$ cat src/rtl/cpu_run_ctrl.sv
// Run/halt/step sequencer and program-memory arbiter for the 8-bit accumulator CPU.
// Gates CPU updates, stops on a pc breakpoint, muxes loader writes and counts retired cycles.
module cpu_run_ctrl #(
  parameter int PC_W    = 4,
  parameter int INSTR_W = 8,
  parameter int CNT_W   = 16
) (
  input  logic               clk,
  input  logic               reset,
  input  logic               run_req,
  input  logic               halt_req,
  input  logic               step_req,
  input  logic               bp_en,
  input  logic [PC_W-1:0]    bp_addr,
  input  logic [PC_W-1:0]    pc,
  input  logic               ld_valid,
  input  logic [PC_W-1:0]    ld_addr,
  input  logic [INSTR_W-1:0] ld_data,
  output logic               ld_ready,
  output logic               cpu_en,
  output logic               cpu_rst,
  output logic               mem_we,
  output logic [PC_W-1:0]    mem_addr,
  output logic [INSTR_W-1:0] mem_wdata,
  output logic               halted,
  output logic               bp_hit,
  output logic [1:0]         state,
  output logic [CNT_W-1:0]   retired
);

  typedef enum logic [1:0] {
    S_HALT = 2'd0,
    S_RUN  = 2'd1,
    S_STEP = 2'd2,
    S_LOAD = 2'd3
  } state_t;

  state_t           state_q, state_d;
  logic             skip_bp, skip_bp_d;
  logic             bp_hit_d, cpu_rst_d;
  logic             bp_stop;
  logic [CNT_W-1:0] retired_d;

  // skip_bp lets a resume from the breakpoint pc execute that instruction once.
  assign bp_stop   = bp_en && (pc == bp_addr) && !skip_bp;
  assign cpu_en    = !reset && (((state_q == S_RUN) && !bp_stop) || (state_q == S_STEP));
  assign ld_ready  = !reset && ((state_q == S_HALT) || (state_q == S_LOAD));
  assign mem_we    = ld_valid && ld_ready;
  assign mem_addr  = mem_we ? ld_addr : pc;
  assign mem_wdata = ld_data;
  assign halted    = (state_q == S_HALT);
  assign state     = state_q;

  // NOTE: every always_comb target gets a default first, so no path leaves it unassigned (no latch).
  always_comb begin
    state_d   = state_q;
    skip_bp_d = skip_bp;
    bp_hit_d  = bp_hit;
    cpu_rst_d = 1'b0;
    case (state_q)
      S_HALT: begin
        if (ld_valid) begin
          state_d = S_LOAD;
        end else if (run_req) begin
          state_d   = S_RUN;
          skip_bp_d = 1'b1;
          bp_hit_d  = 1'b0;
        end else if (step_req) begin
          state_d  = S_STEP;
          bp_hit_d = 1'b0;
        end
      end
      S_RUN: begin
        skip_bp_d = 1'b0;
        if (bp_stop) begin
          state_d  = S_HALT;
          bp_hit_d = 1'b1;
        end else if (halt_req) begin
          state_d = S_HALT;
        end
      end
      S_STEP: state_d = S_HALT;
      S_LOAD: begin
        if (!ld_valid) begin
          state_d   = S_HALT;
          cpu_rst_d = 1'b1;
        end
      end
      default: state_d = S_HALT;
    endcase
  end

  // The counter reads 0 during the cpu_rst cycle; cpu_en is never high in LOAD, so no conflict.
  always_comb begin
    retired_d = retired;
    if (cpu_rst_d) begin
      retired_d = '0;
    end else if (cpu_en) begin
      retired_d = retired + CNT_W'(1);
    end
  end

  // NOTE: sequential state uses non-blocking assignments so all flops update from pre-edge values.
  always_ff @(posedge clk or posedge reset) begin
    if (reset) begin
      state_q <= S_HALT;
      skip_bp <= 1'b0;
      bp_hit  <= 1'b0;
      cpu_rst <= 1'b0;
      retired <= '0;
    end else begin
      state_q <= state_d;
      skip_bp <= skip_bp_d;
      bp_hit  <= bp_hit_d;
      cpu_rst <= cpu_rst_d;
      retired <= retired_d;
    end
  end

endmodule

$ cat config.mk
export PLATFORM = sky130hd
export DESIGN_NAME = cpu_run_ctrl
export DESIGN_NICKNAME = d
export VERILOG_FILES = /design/src/rtl/cpu_run_ctrl.sv
export SDC_FILE = /design/constraint.sdc
export NUM_CORES = 1
export LEC_CHECK = 0
export CORE_MARGIN = 4
export CORE_UTILIZATION = 44
export DETAILED_ROUTE_END_ITERATION = 6
export PLACE_DENSITY = 0.82
export SLEW_MARGIN = 10
export SYNTH_ARGS = -nofsm -noshare
export SYNTH_HDL_FRONTEND = slang
export SYNTH_SLANG_ARGS = --single-unit
$ cat constraint.sdc
create_clock -name clk -period 3.55 [get_ports clk]
set_clock_uncertainty 0.05 [all_clocks]
set_input_delay 0.355 -clock clk [delete_from_list [all_inputs] [get_ports clk]]
set_output_delay 0.355 -clock clk [all_outputs]
set_load 0.05 [all_outputs]
* Word-level counts from Yosys, hierarchy flattened
Index checks and enable logic that the tools add are counted.
** Word-level totals
- Register bits after elaboration :: 21
- Logic and storage cells :: 54
** Operators by class
- Add/subtract/negate cells :: 1
- Equal/unequal tests :: 11
- Multiplexer cells :: 20
- Reduce and logical (&&, ||, !) cells :: 17
** Operator list (count)
- $mux 16 :: 2
- $add 16x1->16 const B :: 1
- $mux 2 :: 6
- $mux 1 :: 8
- $ne 2x2->1 const B :: 4
- $pmux 2 s4 :: 1
- $logic_and 1x1->1 :: 6
- $ne 3x3->1 const B :: 2
- $reduce_and 3->1 :: 2
- $eq 2x2->1 const B :: 2
- $eq 4x4->1 :: 1
- $mux 4 :: 1
- $ne 4x4->1 const B :: 1
- $pmux 1 s2 :: 2
- $reduce_and 4->1 :: 1
- $reduce_bool 2->1 :: 2
- $logic_not 1->1 :: 3
- $eq 2x1->1 const B :: 1
- $logic_not 2->1 :: 1
- $logic_or 1x1->1 :: 2

* Depth between registers and ports, before layout
- Word-level depth :: 9
- Mapped depth :: 8

* Worst setup path after synthesis
No wires, ideal clock.
- Kind :: register to output
- Start point :: register state_q[0] (netlist: state[0])
- End point :: output mem_addr[0]
- Arrival time :: 3.101 ns
- Required time :: 3.145 ns
- Setup slack :: 0.044 ns
- Stages on the path, launching flop included :: 7
- Path buffers :: 1
- Path through :: dfrtp_1 > inv_1 > ha_1 > nor2_1 > and2_1 > clkbuf_1 > mux2_2
** Between the ends
- Word-level cells in the longest chain between the ends :: 5
- Elaborated cells between the ends (all ways) :: 6
- Those cells by class :: eq/ne (1); mux (1); reduce/logical (4)
** Ends and longest elaborated chain
- start, declared :: line 38 : state_t state_q, state_d;
- start signal, assigned :: line 112 : state_q <= state_d;
- $eq 2x2->1 or $logic_not 2->1 (tied branches) :: line 47 : assign ld_ready = !reset && ((state_q == S_HALT) || (state_q == S_LOAD));
- $logic_or 1x1->1 (*) :: line 47
- $logic_and 1x1->1 (*) :: line 47
- net ld_ready :: line 19 : output logic ld_ready,
- $logic_and 1x1->1 (*) :: line 48 : assign mem_we = ld_valid && ld_ready;
- net mem_we :: line 22 : output logic mem_we,
- $mux 4 (*) :: line 49 : assign mem_addr = mem_we ? ld_addr : pc;
- end, declared :: line 23 : output logic [PC_W-1:0] mem_addr,
The timed path passes the listed nets; every way through them passes the cells marked *.

* Worst setup path in the final report
- Start point :: register state_q[0] (netlist: state[0])
- End point :: output cpu_en
** Between the ends
- Word-level cells in the longest chain between the ends :: 4
- Elaborated cells between the ends (all ways) :: 5
- Those cells by class :: eq/ne (2); reduce/logical (3)
** Ends and longest elaborated chain
- $eq 2x1->1 :: line 46 : assign cpu_en = !reset && (((state_q == S_RUN) && !bp_stop) || (state_q == S_STEP));
- $logic_and 1x1->1 :: line 46
- $logic_or 1x1->1 (*) :: line 46
- $logic_and 1x1->1 (*) :: line 46
- end, declared :: line 20 : output logic cpu_en,
Every way passes the cells marked *; elsewhere a longest branch is shown, timed or not.

==> results.ini <==
[run_status]
outcome = finished clean

[die]
die_w_um = 63.2
fp.coreArea_sq_mm = 0.00283
die_y_um = 63.2
ios = 63
row_count = 19
die_area_sq_mm = 0.00399
start_util_pct = 47.3

[logic_synthesis]
syn_avg_cell_area_sq_um = 8.93
synth_top_cell_by_area = dfrtp_1
ys_top_cells_by_area = dfrtp_1 39%, o21ai_0 6.7%, a21oi_1 6.0%
yosys.area.top_type_share_pct = 39.3
netlist_top_cells_count = 21 x dfrtp_1, 18 x o21ai_0, 16 x a21oi_1, 15 x nand2_1, 11 x or3_1
synth_seq_cells = 21
syn_nets = 182
yosysWarnings = 0
postSynthCellCount = 150
synth_edf_count = 0
yosysMostFrequentCell = dfrtp_1
synth_cell_types = 30
synth-async-reset-ratio_pct = 100
synth_top_flop_cell = dfrtp_1
seq_area_frac_synth_pct = 39.3
syn-cell-area_sq_mm = 0.00134

[clock_tree]
clkLatencyLatePin_ps = 310
root_buffer = clkbuf_4
cts_buffers = 3
cts_tree = yes
clockBufferDepth = 2
cts_resized = 0
h-tree-depth = 1
path_clk_slew_ps = 110
clock_sinks = 21
cts_hold_buf = 0
cts_setup_buffers = 0

[global_routing]
grt.total_usage_pct = 16.4
grt_max_degree = 22
overflow = 0
grt_pass1_wl_um = 5330
grt_antenna_before_repair = 0
grt_pass1_vias = 1274

[cells_and_area]
nNetsFinal = 221
syn2layout_area_growth_pct = 32.8
stdcell_area_sq_mm = 0.00178
antenna_cells = 0
register_area_sq_um = 526
drive_gt1_share_pct = 7.98
n_fill_cell = 252
final_util_pct = 62.8
multi_input_area_sq_um = 697

[placement]
hpwl_um = 2440
place_ws_ps = 628
io_buffers = 46
gp_congestion = 0.849
place_area_sq_mm = 0.00175

[drt]
drt_first_pass_iters = 4
vias = 1236
post_drt_wl_per_cell_um = 14.5
drc = 0
routed_wl_um = 3170
ant_nets = 0
drtIter0Drc = 52
viasPerCell = 5.64

[timing]
hold_violations = 0
tns_ps = 0
setup_ws_ps = 538
min_period_over_period_pct = 84.8
holdWs_ps = 500
rsz0062_at_grt = false
worst_pin_slew_ps = 817
setup_viol = 0
min_period_ps = 3010
drv_slew = 0
slew_headroom_pct = 45.4
fmax_mhz = 332

[worst_setup_path]
critical_path_class = reg -> out
start_kind = flop
end_kind = primary output
crit_arrival_ps = 2610
worstPathRequired_ps = 3140
crit_fanout = 6
ff2ff_path_depth = 7

[pwr]
p_per_area_mw_per_mm2 = 615
leakage_nw = 0.706
irDropWorstVdd_v = 0.000428

[worst_hold_path]
hold_depth = 2
hold_path_class = reg -> reg

[flow_run]
maxCapViolCount = 0

[per-stage QoR]
stage | std cells | total power [mW]
6_report | 219 | 1.09
5_1_grt | 219 | 1.16
4_1_cts | 219 | 1.10
3_5_place_dp | 215 | 0.982
3_3_place_gp | 215 | 0.967
2_1_floorplan | 150 | 0.802
[worst max-delay path: stages (launching register included)]
cell	delay (ps)
dfrtp_1	420
inv_1	90
ha_1	230
nand4bb_1	240
o21ai_0	440
inv_1	160
clkdlybuf4s50_1	730
[layer usage]
layer	vias up	track usage [%]	part of all wire, %	wire (um)
li1	596	-	-	-
met1	585	17.9	43	1370
met2	47	30.2	49	1560
met3	8	3.55	6.2	196
met4	0	7.44	1.6	52
met5	-	0	0	0
[kinds of logic (layout without fill, tap and decap cells)]
logic type	after synthesis	count (layout)	synth area share (%)
flops	21	21	39.3
fa+ha+maj	5	5	4.67
simple gates	56	56	24.1
compound gates	37	37	14.5
xor+xnor	6	6	3.93
mux	6	6	4.86
buf+inv	19	57	8.69
[area by class of cell]
type	instances	share of cell area, %
clock buffers	4	1.48
inverters	6	1.27
multi-input cells	110	39.2
flip-flops and latches	21	29.6
well taps	31	2.18
repair buffers	47	26.3
[power breakdown]
group	leakage [nW]	internal [mW]	switching (mW)
logic	0.408	0.228	0.415
registers	0.283	0.285	0.0473
clock network	0.0150	0.0438	0.0742
total	0.706	0.557	0.537
[layout by cell type (no fill, tap or decap), types with 2 or more instances in the layout]
master	count
clkdlybuf4s50_1	46
o21ai_0	18
a21oi_1	16
nand3_1	3
nand2_1	15
or4_1	2
ha_1	5
mux2_2	4
inv_1	6
mux2i_1	2
clkbuf_4	3
dfrtp_1	21
xnor2_1	6
nand4_1	2
nor2_1	9
or3_2	2
or3_1	11
nand2b_1	2
o211ai_1	2
and2_1	2
[path summary, 6_finish.rpt]
kind,from,to,slack [ps]
max in group asynchronous,reset,retired[8],2410
hold reg to reg,skip_bp,skip_bp,500
setup / recovery,state[0],cpu_en,540
hold / removal,skip_bp,skip_bp,500
setup reg to reg,state[1],retired[3],1390
min in group asynchronous,reset,retired[14],530
[state kept, by name (all words and copies together), names as in the netlist]
name and count:
skip_bp 1, bp_hit 1, retired 16, cpu_rst 1, state 2
Power figures use the tool's default switching activity.
